===== config.mk =====
export PLATFORM = sky130hd
export DESIGN_NAME = vram_fill_dma
export DESIGN_NICKNAME = d
export VERILOG_FILES = /design/src/rtl/vram_fill_dma.sv
export SDC_FILE = /design/constraint.sdc
export NUM_CORES = 1
export LEC_CHECK = 0
export BUFFER_PORTS_ARGS = -buffer_cell sky130_fd_sc_hd__buf_2
export CORE_ASPECT_RATIO = 2
export CORE_UTILIZATION = 39
export DETAILED_ROUTE_END_ITERATION = 12
export PLACE_DENSITY = 0.62
export SYNTH_ARGS = -nofsm -noshare
export SYNTH_HDL_FRONTEND = slang
export SYNTH_SLANG_ARGS = --single-unit

===== constraint.sdc =====
create_clock -name clk_50mhz -period 2.75 [get_ports clk_50mhz]
set_clock_uncertainty 0.2 [all_clocks]
set_input_delay 0.275 -clock clk_50mhz [delete_from_list [all_inputs] [get_ports clk_50mhz]]
set_output_delay 0.275 -clock clk_50mhz [all_outputs]
set_load 0.005 [all_outputs]

===== src/rtl/vram_fill_dma.sv =====
`default_nettype none
// ============================================================================
//  Module   : vram_fill_dma
//  Purpose  : Bus initiator that writes one 16-bit pixel value into a run of
//             consecutive VRAM words through the SRAM controller video port.
//             Intended for screen clears and rectangle-row fills.
//  Ports    : clk_50mhz, rst_n (async, active-low)
//             cfg_start/cfg_abort pulses, cfg_base/cfg_len/cfg_color setup
//             busy, done (sticky), err (sticky timeout)
//             v_stb/v_we/v_addra/v_dina request, v_ACK ready/acknowledge
//  Options  : define VRAM_FILL_TIMEOUT_EN to abandon a beat whose ACK does not
//             arrive within TIMEOUT cycles (sets err and done).
//  Revision : 1.0 - initial release
// ============================================================================
module vram_fill_dma #(
    parameter int ACK_BLANK = 2,    // must be >= 1
    parameter int TIMEOUT   = 1023  // must be >= 1
) (
    input  logic        clk_50mhz,
    input  logic        rst_n,
    input  logic        cfg_start,
    input  logic        cfg_abort,
    input  logic [19:0] cfg_base,
    input  logic [19:0] cfg_len,
    input  logic [15:0] cfg_color,
    output logic        busy,
    output logic        done,
    output logic        err,
    output logic        v_stb,
    output logic        v_we,
    output logic [19:0] v_addra,
    output logic [47:0] v_dina,
    input  logic        v_ACK
);

    localparam logic [1:0] S_IDLE = 2'd0;
    localparam logic [1:0] S_REQ  = 2'd1;
    localparam logic [1:0] S_WAIT = 2'd2;
    localparam logic [1:0] S_GAP  = 2'd3;

    // One beat counter serves both the ACK blanking window and the timeout.
    localparam int                 c_cnt_w      = $clog2(ACK_BLANK + TIMEOUT + 1);
    localparam logic [c_cnt_w-1:0] c_cnt_one    = c_cnt_w'(1);
    localparam logic [c_cnt_w-1:0] c_blank_last = c_cnt_w'(ACK_BLANK - 1);

    logic [1:0]         r_state;
    logic [19:0]        r_addr;
    logic [19:0]        r_remain;
    logic [15:0]        r_color;
    logic [c_cnt_w-1:0] r_cnt;
    logic               r_abort_pend;
    logic               r_stb;
    logic               r_busy;
    logic               r_done;
    logic               w_tmo_fire;

`ifdef VRAM_FILL_TIMEOUT_EN
    localparam logic [c_cnt_w-1:0] c_tmo_last = c_cnt_w'(TIMEOUT - 1);

    logic r_err;

    // An ACK seen in WAIT on the last allowed cycle still completes the beat.
    assign w_tmo_fire = (r_cnt == c_tmo_last) &&
                        ((r_state == S_REQ) || ((r_state == S_WAIT) && !v_ACK));

    always_ff @(posedge clk_50mhz or negedge rst_n) begin
        if (!rst_n) begin
            r_err <= 1'b0;
        end else if ((r_state == S_IDLE) && cfg_start) begin
            r_err <= 1'b0;
        end else if (w_tmo_fire) begin
            r_err <= 1'b1;
        end
    end

    assign err = r_err;
`else
    assign w_tmo_fire = 1'b0;
    assign err        = 1'b0;
`endif

    always_ff @(posedge clk_50mhz or negedge rst_n) begin
        if (!rst_n) begin
            r_state      <= S_IDLE;
            r_addr       <= '0;
            r_remain     <= '0;
            r_color      <= '0;
            r_cnt        <= '0;
            r_abort_pend <= 1'b0;
            r_stb        <= 1'b0;
            r_busy       <= 1'b0;
            r_done       <= 1'b0;
        end else if (w_tmo_fire) begin
            // Abandon the fill; the address stays on the failed word.
            r_stb        <= 1'b0;
            r_busy       <= 1'b0;
            r_done       <= 1'b1;
            r_abort_pend <= 1'b0;
            r_state      <= S_IDLE;
        end else begin
            case (r_state)
                S_IDLE: begin
                    // Abort in IDLE is ignored, including when it coincides
                    // with a start.
                    if (cfg_start) begin
                        if (cfg_len != 20'd0) begin
                            r_addr       <= cfg_base;
                            r_remain     <= cfg_len;
                            r_color      <= cfg_color;
                            r_cnt        <= '0;
                            r_abort_pend <= 1'b0;
                            r_done       <= 1'b0;
                            r_stb        <= 1'b1;
                            r_busy       <= 1'b1;
                            r_state      <= S_REQ;
                        end else begin
                            r_done <= 1'b1;
                        end
                    end
                end

                S_REQ: begin
                    // The controller's ACK is still the idle-high level here,
                    // so it is not looked at until the blank window expires.
                    if (cfg_abort) begin
                        r_abort_pend <= 1'b1;
                    end
                    r_cnt <= r_cnt + c_cnt_one;
                    if (r_cnt == c_blank_last) begin
                        r_state <= S_WAIT;
                    end
                end

                S_WAIT: begin
                    if (cfg_abort) begin
                        r_abort_pend <= 1'b1;
                    end
                    if (v_ACK) begin
                        r_stb    <= 1'b0;
                        r_addr   <= r_addr + 20'd1;
                        r_remain <= r_remain - 20'd1;
                        r_state  <= S_GAP;
                    end else begin
`ifdef VRAM_FILL_TIMEOUT_EN
                        r_cnt <= r_cnt + c_cnt_one;
`endif
                    end
                end

                S_GAP: begin
                    // One strobe-low cycle lets the controller's sequencer idle.
                    if ((r_remain == 20'd0) || r_abort_pend || cfg_abort) begin
                        r_busy       <= 1'b0;
                        r_done       <= 1'b1;
                        r_abort_pend <= 1'b0;
                        r_state      <= S_IDLE;
                    end else begin
                        r_cnt   <= '0;
                        r_stb   <= 1'b1;
                        r_state <= S_REQ;
                    end
                end

                default: begin
                    r_stb   <= 1'b0;
                    r_busy  <= 1'b0;
                    r_state <= S_IDLE;
                end
            endcase
        end
    end

    assign busy    = r_busy;
    assign done    = r_done;
    assign v_stb   = r_stb;
    assign v_we    = r_stb;
    assign v_addra = r_addr;
    assign v_dina  = {32'h0000_0000, r_color};

endmodule
`default_nettype wire


==> summary.md, run 1 <==
| Metric | Value |
|---|---|
| CTS tree | yes |
| Final WL | approximately 13 mm |
| Routed len/inst | roughly 18 microns |
| ANT nets after route | 0 |
| Peak VDD IR | just under 0.0007 V |
| Mapped cell area | 4510 sq um |
| Critical path type | reg2reg |
| RSZ-0062 raised after global routing | false |
| Synthesized flop and latch total | 73 |
| Vias per inst | slightly below 6 |
| Gr ovfl total | 0 |
| CTS H-tree depth | 3 |
| Row cnt | 55 |
| Max-cap violation count | 0 |
| Worst path arrival time | around 2.6 ns |
| CP Cell Sequence | inv_1 -> ha_1 -> nand2b_1 -> a21boi_0 -> o21a_1 -> buf_4 -> o21ai_0 -> o21ai_0 |
| Drt initial violations | about 450 |
| Ys async rst share | 100% |
| Vias in the first global route | roughly 4.4k |
| Psw | 2.64 mW |
| CTS buffer count | 9 |
| Post-synthesis cell count | ~500 |
| Die height | 154 microns |
| # setup viols final | 0 |
| Combinational share of power | between 40% and 50% |
| Net Sw Frac | a little over two fifths |
| Root Buffer Master | clkbuf_16 |
| Yosys warning total | 0 |
| Dpl hpwl | 9.83 mm |
| Clock Latency Late Sink | roughly 0.34 ns |
| Top post-synthesis cells by area | dfrtp_1, a21oi_1, buf_4 |
| Tcrit/Tclk final | between 90% and 100% |
| Critical path launch point type | register |
| Slowest cell on crit path | dfrtp_1 |
| Global router's overall resource usage | between 20 and 25% |
| First-pass GRT wire length | ~21 mm |
| Via count | roughly 4.5k |
| Drt pass-1 iters | 5 |
| Area leader, netlist | dfrtp_1 |
| Most repeated library cell on the critical path | o21ai_0 |
| Hold crit path type | in2reg |
| Initial antenna violation count | 0 |
| Fin Hold WS | 0.0353 ns |
| Sequential fraction of the synthesis area | between 40% and 50% |
| Ys flop type | dfrtp_1 |
| DR DRC count | 0 |
| Worst EP required | 2.81 ns |
| Slowest stage delay, CP | 0.44 ns |
| Minimum clock period | about 2.6 ns |
| Overall Power | a little over 6 mW |
| Area Overhead vs Synth | 23.8% |
| Synth cell types | 57 |
| Int Power | between 3 and 4 mW |
| Number of synthesized flops with an enable pin | 0 |
| Worst slew pin tran | roughly 0.69 ns |
| Ant diodes | 0 |
| Leakage Power | 2.41 nW |
| Fin area | 5580 sq um |
| Max FO, Critical Path | 15 |
| Chip width | 78.0 microns |
| Syn Area/Cell | 9.04 sq um |
| Number of primary I/O pins | between 100 and 150 |
| Core area | roughly 11000 sq um |
| Die area | 12000 sq um |
| Fin. Hold Viols | 0 |
| Fin nets | 689 |
| GPL Wtd Cong | slightly below 0.9 |
| Worst path bufs/invs | 2 |
| Final Slew Violations | 0 |
| Setup TNS | 0 ns |
| Initial Utilization | around 40% |
| Post-CTS Setup Bufs | 0 |
| Clock slew at the register clock pins of the worst setup and hold paths | around 0.06 ns |
| Post-route insts no fill | approximately 770 |
| Pwr Density | 1110 nW/um^2 |
| Worst path top cell family by delay | compound AO/OA/AOI/OAI gates |
| Share of cells above drive strength 1 | approximately 27% |
| Crit end category | register |
| Pin count of the biggest net entering global routing | 37 |
| Max Freq | a little under 400 MHz |
| Relative slew margins | about 54% |
| Status | finished clean |
| Synth top area share | between 40% and 50% |
| Clock sinks | 73 |
| Reg power frac | 34.0% |
| Clk buf depth | 2 |
| IO Port Bufs | 100 |
| Clk pwr share | between 10% and 20% |
| DP Area | 5100 sq um |
| Placed cells | between 700 and 800 |
synthesized netlist by cell type, types with 4 or more instances:
library cell  count
o22ai_1          11
a31oi_1           4
a31o_2            4
nand2b_1          7
o22a_1            6
nand3_1          20
a21oi_1          58
clkbuf_1         18
nor3_1            5
o21ai_0          28
buf_2             5
buf_4            35
nor2_1           28
nand4_1           9
inv_1            15
o32ai_1          12
o31ai_1           6
nor4_1           13
a2bb2oi_1        10
nand2_1          37
or3_1             5
o41ai_1           8
ha_1             10
dfrtp_1          73
mux2_2           18
metal layers:
| layer | GRT usage (%) | share of wire (%) | vias to the layer above |
|---|---|---|---|
| li1 | - | - | 2048 |
| met1 | 25.0 | 37 | 2181 |
| met2 | 41.7 | 54 | 179 |
| met3 | 2.85 | 4.2 | 47 |
| met4 | 13.6 | 5.1 | 0 |
| met5 | 0 | 0 | - |
power by group through the flow:
stage,registers [mW],logic [mW],clock network (mW)
2_1_floorplan,2.00,1.94,0
3_3_place_gp,2.08,2.77,0
3_5_place_dp,2.11,2.85,0
4_1_cts,2.09,2.89,1.22
5_1_grt,2.17,3.23,1.26
6_report,2.10,2.89,1.20
area by class of cell:
class                   instances  area, sq um
clock buffers                   9          225
clock inverters                 7         80.1
fillers                      1118         5700
inverters                      15         56.3
multi-input cells             383         2390
flip-flops and latches         73         1830
well taps                     142          178
repair buffers                136          826
metrics by stage:
step | setup WS, ns | util [%]
6_report | 0.190 | 49.5
5_1_grt | 0.0277 | 49.5
4_1_cts | 0.120 | 49.4
3_5_place_dp | 0.156 | 45.2
3_3_place_gp | 0.171 | 45.2
2_1_floorplan | 0.502 | -
cells in the final DEF, fill, tap and decap left out, types with 4 or more instances in the layout:
cell type and count:
o21ai_0 28, inv_1 15, mux2_2 18, a31o_2 4
nand2_1 37, nor4_1 12, clkbuf_16 9, nor3_1 5
nand2b_1 7, dfrtp_1 73, a21oi_1 58, a2bb2oi_1 10
dlygate4sd3_1 17, or3_1 5, o41ai_1 8, nand3_1 20
o31ai_1 6, a31oi_1 4, buf_2 100, buf_4 18
conb_1 33, o22a_1 6, nor2_1 28, o32ai_1 12
nand4_1 9, ha_1 9, o22ai_1 11
worst min-delay path, cell delays in order:
cell     delay [ns]
buf_2          0.09
a21oi_1        0.06
nor2_1         0.10
registers in the layout, summed over array words and instances, names as in the netlist:
register,flops
r_remain,20
busy,1
v_addra,20
v_stb,1
done,1
r_state,2
r_color,16
r_cnt,11
r_abort_pend,1
path summary, 6_finish.rpt:
check / startpoint / slack (ns) / to / cells past startpoint
worst min register to register: r_color[12]$_DFFE_PN0P_ / 0.30 / r_color[12]$_DFFE_PN0P_ / 1
max in group asynchronous: rst_n / 1.36 / r_cnt[7]$_DFFE_PN0P_ / 3
worst min-delay path: cfg_abort / 0.04 / r_abort_pend$_DFFE_PN0P_ / 3
worst max register to register: r_state[1]$_DFFE_PN0P_ / 0.19 / r_remain[0]$_DFFE_PN0P_ / 8
worst max-delay path: r_state[1]$_DFFE_PN0P_ / 0.19 / r_remain[0]$_DFFE_PN0P_ / 8
min in group asynchronous: rst_n / 0.19 / r_remain[13]$_DFFE_PN0P_ / 2
cells by family (layout without fill, tap and decap cells):
family / after synthesis / count (layout) / synth area share (%)
AO/OA/AOI/OAI: 169 / 169 / 24.6
buffers and inverters: 75 / 167 / 9.29
adder cells (fa/ha/maj): 10 / 10 / 2.77
flip-flops: 73 / 73 / 40.5
other: 1 / 33 / 0.0832
AND/OR/NAND/NOR: 150 / 150 / 17.6
multiplexers: 21 / 21 / 5.16
timing repair:
| action | in CTS | in global routing |
|---|---|---|
| gates resized for setup | 0 | 1 |
| endpoints found under the hold margin | 28 | 0 |
| hold buffers | 17 | 0 |
| endpoints found under the setup margin | 0 | 4 |
Note: power is estimated with default switching activity, not from simulation.
==> run 2: changes to the inputs <==
Settings changed: PLACE_DENSITY 0.62 to 0.71.
Clock period 2.75 ns to 3 ns, I/O delays scaled along.
==> summary.md, run 2 (synthesized netlist as in run 1, its figures left out) <==
| Metric | Value |
|---|---|
| Status | finished clean |
| Max FO, Critical Path | 15 (unchanged) |
| DR WL met3 | 656 microns (+18%) |
| Vias per inst | 5.92 (+1.7%) |
| ANT nets after route | 0 (unchanged) |
| Relative slew margins | 58.4% (+4.7 points) |
| Initial Utilization | 40.0% (unchanged) |
| Clock sinks | 73 (unchanged) |
| Share of cells above drive strength 1 | 25.9% (-1.1 points) |
| Worst Hold Launch | cfg_color[10] |
| Most frequent cells in the layout | buf_2, dfrtp_1, a21oi_1 |
| Clock slew at the register clock pins of the worst setup and hold paths | 0.06 ns (about the same) |
| Via count | 4478 (+0.52%) |
| DR DRC count | 0 (unchanged) |
| Drt initial violations | 348 (-22%) |
| Overall Power | 5.75 mW (-7.2%) |
| Max Freq | 373 MHz (-4.5%) |
| Row cnt | 55 (unchanged) |
| Root Buffer Master | clkbuf_16 |
| Number of primary I/O pins | 134 (unchanged) |
| Tcrit/Tclk final | 89.4% (-3.7 points) |
| Hold crit path type | in2reg |
| Die height | 154 microns (unchanged) |
| Worst EP required | 3.00 ns (+0.19 ns) |
| Critical path type | reg2reg |
| Hold path cells | 2 (-1) |
| Ant diodes | 0 (unchanged) |
| Pin count of the biggest net entering global routing | 34 (-8.1%) |
| Drt pass-1 iters | 5 (unchanged) |
| IO Port Bufs | 100 (unchanged) |
| Area Overhead vs Synth | 22.6% |
| Metal-1 WL | 4.73 mm (-4.2%) |
| GPL Wtd Cong | 0.907 (+2.8%) |
| Most common cell after layout, fill and taps aside | buf_2 |
| Critical path launch point type | register |
| Vias in the first global route | 4520 (+3.0%) |
| Fin. Hold Viols | 0 (unchanged) |
| Pwr Density | 1040 nW/um^2 (-6.3%) |
| Minimum clock period | 2.68 ns (+0.121 ns) |
| Die area | 12000 sq um (unchanged) |
| Peak VDD IR | 0.000524 V (-22%) |
| Clk buf depth | 2 (unchanged) |
| Post-CTS Setup Bufs | 0 (unchanged) |
| Setup TNS | 0 ns (unchanged) |
| Reg2Reg Setup Slack | 0.32 ns (+0.13 ns) |
| Final WL | 13.5 mm (+0.51%) |
| Routed wl met2 | 7.35 mm (+1.7%) |
| Routed len/inst | 17.8 microns (+1.7%) |
| Chip width | 78.0 microns (unchanged) |
| Worst path arrival time | 2.69 ns (+0.07 ns) |
| Uppermost layer routed | met4 |
| Hold_buf cts | 16 (-1) |
| Initial antenna violation count | 0 (unchanged) |
| Worst reg2reg startpoint | r_remain[0]$_DFFE_PN0P_ |
| Global router's overall resource usage | 22.7% (-0.22 points) |
| CTS buffer count | 9 (unchanged) |
| R2R Path End | r_cnt[5]$_DFFE_PN0P_ |
| Crit end category | register |
| Final Slew Violations | 0 (unchanged) |
| CTS H-tree depth | 3 (unchanged) |
| Worst Hold End | r_color[10]$_DFFE_PN0P_ |
| Clock Latency Late Sink | 0.34 ns (about the same) |
| Gr ovfl total | 0 (unchanged) |
| Worst slew pin tran | 0.619 ns (-0.0706 ns) |
| Core area | 11300 sq um (unchanged) |
| Dpl hpwl | 9.83 mm (about the same) |
| CTS tree | yes |
| Max-cap violation count | 0 (unchanged) |
| R2R cell count | 7 (-1) |
| RSZ-0062 raised after global routing | false |
| # setup viols final | 0 (unchanged) |
| Fin nets | 680 (-1.3%) |
| Post-CTS Resized | 0 (unchanged) |
| Leakage Power | 2.37 nW (-1.4%) |
| First-pass GRT wire length | 21.4 mm (-0.58%) |
## run 2: changes by cell type in the layout (fill, tap and decap cells not counted), sizes merged
cell,delta
bufinv,+1
clkinv,-2
buf,-8
inv,+1
dlygate4sd3,-1
## run 2: area by class of cell
class	instances	area [sq um]
clock buffer	9	225
clock inverter	7	101
fill	1090	5760
inverter	15	56.3
multi-input combinational	383	2390
sequential	73	1830
tap	142	178
timing repair buffer	127	756
## run 2: power breakdown
group          switching, mW  internal, mW
Clock                  0.452         0.735
Combinational           1.48          1.15
Sequential             0.502          1.43
## run 2: worst max path at each step
stage          depth (start not counted)  slack (ns)                     from                       to
4_1_cts                                7        0.34  r_remain[0]$_DFFE_PN0P_     r_cnt[5]$_DFFE_PN0P_
5_1_grt                                8        0.21   r_state[0]$_DFFE_PN0P_  r_remain[0]$_DFFE_PN0P_
3_3_place_gp                           7        0.47  r_remain[0]$_DFFE_PN0P_     r_cnt[5]$_DFFE_PN0P_
3_5_place_dp                           7        0.39  r_remain[0]$_DFFE_PN0P_     r_cnt[5]$_DFFE_PN0P_
6_report                               7        0.32  r_remain[0]$_DFFE_PN0P_     r_cnt[5]$_DFFE_PN0P_
2_1_floorplan                          7        0.75  r_remain[0]$_DFFE_PN0P_     r_cnt[6]$_DFFE_PN0P_
## run 2: worst max-delay path, stage by stage (launching register included)
cell	delay, ns
dfrtp_1	0.39
inv_1	0.06
ha_1	0.25
nor2b_1	0.18
and4b_1	0.22
a31o_1	0.38
or4_4	0.52
o41ai_1	0.34
## run 2: through the flow
step / cell area (sq um) / util, % / hold slack (ns) / worst slack [ns] / cells
after floorplan: 4630 / - / -0.196 / 0.752 / 531
after detailed placement: 5040 / 44.7 / 0.0587 / 0.394 / 724
final: 5530 / 49.0 / 0.00416 / 0.319 / 756
after global placement: 5040 / 44.7 / 0.0470 / 0.469 / 724
after CTS: 5530 / 49.0 / 0.000250 / 0.345 / 756
after global routing: 5530 / 49.0 / 0.00290 / 0.211 / 756
## run 2: layer usage
| metal | vias to the layer above | GRT usage (%) |
|---|---|---|
| li1 | 2034 | - |
| met1 | 2178 | 21.6 |
| met2 | 209 | 42.7 |
| met3 | 57 | 4.39 |
| met4 | 0 | 15.5 |
| met5 | - | 0 |
==> run 3: changes to the inputs <==
Settings changed: PLACE_DENSITY 0.71 to unset.
==> summary.md, run 3 (synthesized netlist as in run 1, its figures left out) <==
| Metric | Value |
|---|---|
| Ant diodes | 0 (unchanged) |
| Share of cells above drive strength 1 | 26.7% (+0.76 points) |
| Final Slew Violations | 0 (unchanged) |
| Post-CTS Setup Bufs | 0 (unchanged) |
| Clock sinks | 73 (unchanged) |
| Drt initial violations | 370 (+6.3%) |
| Final WL | 13.0 mm (-3.2%) |
| Clock Latency Late Sink | 0.34 ns (about the same) |
| Setup TNS | 0 ns (unchanged) |
| Via count | 4302 (-3.9%) |
| FF+latch area | 1830 sq um (unchanged) |
| Worst EP required | 3.02 ns (+0.02 ns) |
| Max-cap violation count | 0 (unchanged) |
| Routed len/inst | 17.1 microns (-3.9%) |
| Initial antenna violation count | 0 (unchanged) |
| Combinational share of power | 46.8% (+1.1 points) |
| First-pass GRT wire length | 21.2 mm (-0.61%) |
| Net Sw Frac | 43.0% (+0.71 points) |
| Met1 usage | 24.0% (+2.4 points) |
| CTS H-tree depth | 3 (unchanged) |
| Clk buf depth | 2 (unchanged) |
| Worst slew pin tran | 0.870 ns (+0.251 ns) |
| Max Freq | 381 MHz (+2.1%) |
| Row cnt | 55 (unchanged) |
| Vias per inst | 5.65 (-4.6%) |
| ANT nets after route | 0 (unchanged) |
| Relative slew margins | 42.0% (-16 points) |
| Fin area | 5510 sq um (-0.36%) |
| Pin count of the biggest net entering global routing | 39 (+15%) |
| CTS buffer count | 9 (unchanged) |
| Die area | 12000 sq um (unchanged) |
| Global router's overall resource usage | 22.7% (about the same) |
| Peak VDD IR | 0.000456 V (-13%) |
| Leakage Power | 2.37 nW (+0.11%) |
| Post-route insts no fill | 761 (+0.66%) |
| Critical path type | reg2reg |
| Core area | 11300 sq um (unchanged) |
| Most common cell after layout, fill and taps aside | buf_2 |
| Fin. Hold Viols | 0 (unchanged) |
| Psw | 2.37 mW (-2.3%) |
| Minimum clock period | 2.63 ns (-0.0546 ns) |
| Multi-input logic area | 2390 sq um (unchanged) |
| Vias in the first global route | 4236 (-6.3%) |
| Crit end category | register |
| Filler cells | 1102 (+1.1%) |
| Area Overhead vs Synth | 22.2% |
| Initial Utilization | 40.0% (unchanged) |
| CTS tree | yes |
| Hold crit path type | in2reg |
| DR DRC count | 0 (unchanged) |
| Slowest stage delay, CP | 0.51 ns (about the same) |
| Fin nets | 685 (+0.74%) |
| Tcrit/Tclk final | 87.5% (-1.8 points) |
| Pwr Density | 1000 nW/um^2 (-3.6%) |
| Clk pwr share | 18.7% (-2.0 points) |
| Chip width | 78.0 microns (unchanged) |
| Slowest cell on crit path | or4_4 |
| Clock slew at the register clock pins of the worst setup and hold paths | 0.07 ns (about the same) |
| IO Port Bufs | 100 (unchanged) |
| DP Area | 5070 sq um (+0.65%) |
| GPL Wtd Cong | 0.852 (-6.0%) |
| Int Power | 3.15 mW (-5.1%) |
| Reg power frac | 34.5% (+0.9 points) |
| Gr ovfl total | 0 (unchanged) |
| Die height | 154 microns (unchanged) |
| Root Buffer Master | clkbuf_16 |
| Drt pass-1 iters | 5 (unchanged) |
| Reg2Reg Setup Slack | 0.37 ns (+0.05 ns) |
| Worst path arrival time | 2.65 ns (-0.04 ns) |
| Hold path cells | 2 (unchanged) |
| RSZ-0062 raised after global routing | false |
| Global Route met2 Usage | 41.6% (-1.1 points) |
| Most frequent cells in the layout | buf_2, dfrtp_1, a21oi_1 |
| Number of primary I/O pins | 134 (unchanged) |
| # setup viols final | 0 (unchanged) |
| Gr busiest metal | met2 |
| Max FO, Critical Path | 15 (unchanged) |
| R2R cell count | 7 (unchanged) |
| Placed cells | 730 (+0.83%) |
| Met3 usage | 3.20% (-1.2 points) |
| Status | finished clean |
| Critical path launch point type | register |
| CP Cell Sequence | inv_1 -> ha_1 -> nor2b_1 -> and4b_1 -> a31o_1 -> or4_4 -> o41ai_2 |
| Dpl hpwl | 9.48 mm (-3.5%) |
[run 3: worst max-delay path, delay by kind of cell (launching register included)]
kind            cells  cell delay, ns
simple gates        3            0.90
compound gates      2            0.73
fa+ha+maj           1            0.23
flops               1            0.39
buf+inv             1            0.06
[run 3: path summary, 6_finish.rpt]
path	start	to
worst max register to register	r_remain[0]$_DFFE_PN0P_	r_cnt[6]$_DFFE_PN0P_
max in group asynchronous	rst_n	r_remain[17]$_DFFE_PN0P_
worst min-delay path	cfg_color[13]	r_color[13]$_DFFE_PN0P_
worst max-delay path	r_remain[0]$_DFFE_PN0P_	r_cnt[6]$_DFFE_PN0P_
worst min register to register	r_color[3]$_DFFE_PN0P_	r_color[3]$_DFFE_PN0P_
min in group asynchronous	rst_n	v_addra[9]$_DFFE_PN0P_
[run 3: layer usage]
| layer | vias up | wire, microns |
|---|---|---|
| li1 | 2041 | - |
| met3 | 43 | 507 |
| met1 | 2068 | 4920 |
| met2 | 150 | 6990 |
| met4 | 0 | 635 |
| met5 | - | 0 |
[run 3: stage by stage]
| stage | setup WS, ns | power (mW) | hold WS [ns] | utilization (%) |
|---|---|---|---|---|
| 2_1_floorplan | 0.752 | 3.62 | -0.196 | - |
| 3_3_place_gp | 0.461 | 4.42 | 0.263 | 45.0 |
| 3_5_place_dp | 0.423 | 4.49 | 0.264 | 45.0 |
| 4_1_cts | 0.373 | 5.56 | 0.000663 | 48.7 |
| 5_1_grt | 0.238 | 5.97 | 0.00374 | 48.8 |
| 6_report | 0.374 | 5.52 | 0.0118 | 48.8 |
[run 3: cell type report]
cell class | count | area share [%]
clock buffers | 9 | 4.09
clock inverters | 7 | 1.07
inverters | 15 | 1.02
multi-input cells | 383 | 43.3
flip-flops and latches | 73 | 33.2
well taps | 142 | 3.23
repair buffers | 132 | 14.1
[run 3: power by group through the flow]
stage,clock network [mW],logic (mW),registers [mW]
after global routing,1.09,2.89,1.98
after detailed placement,0,2.57,1.92
after floorplan,0,1.78,1.84
after global placement,0,2.52,1.90
final,1.03,2.58,1.90
after CTS,1.06,2.59,1.90
[run 3: timing repair]
item	CTS	global route
hold buffers	14	1
hold endpoints to repair	48	1
resized for setup	0	0
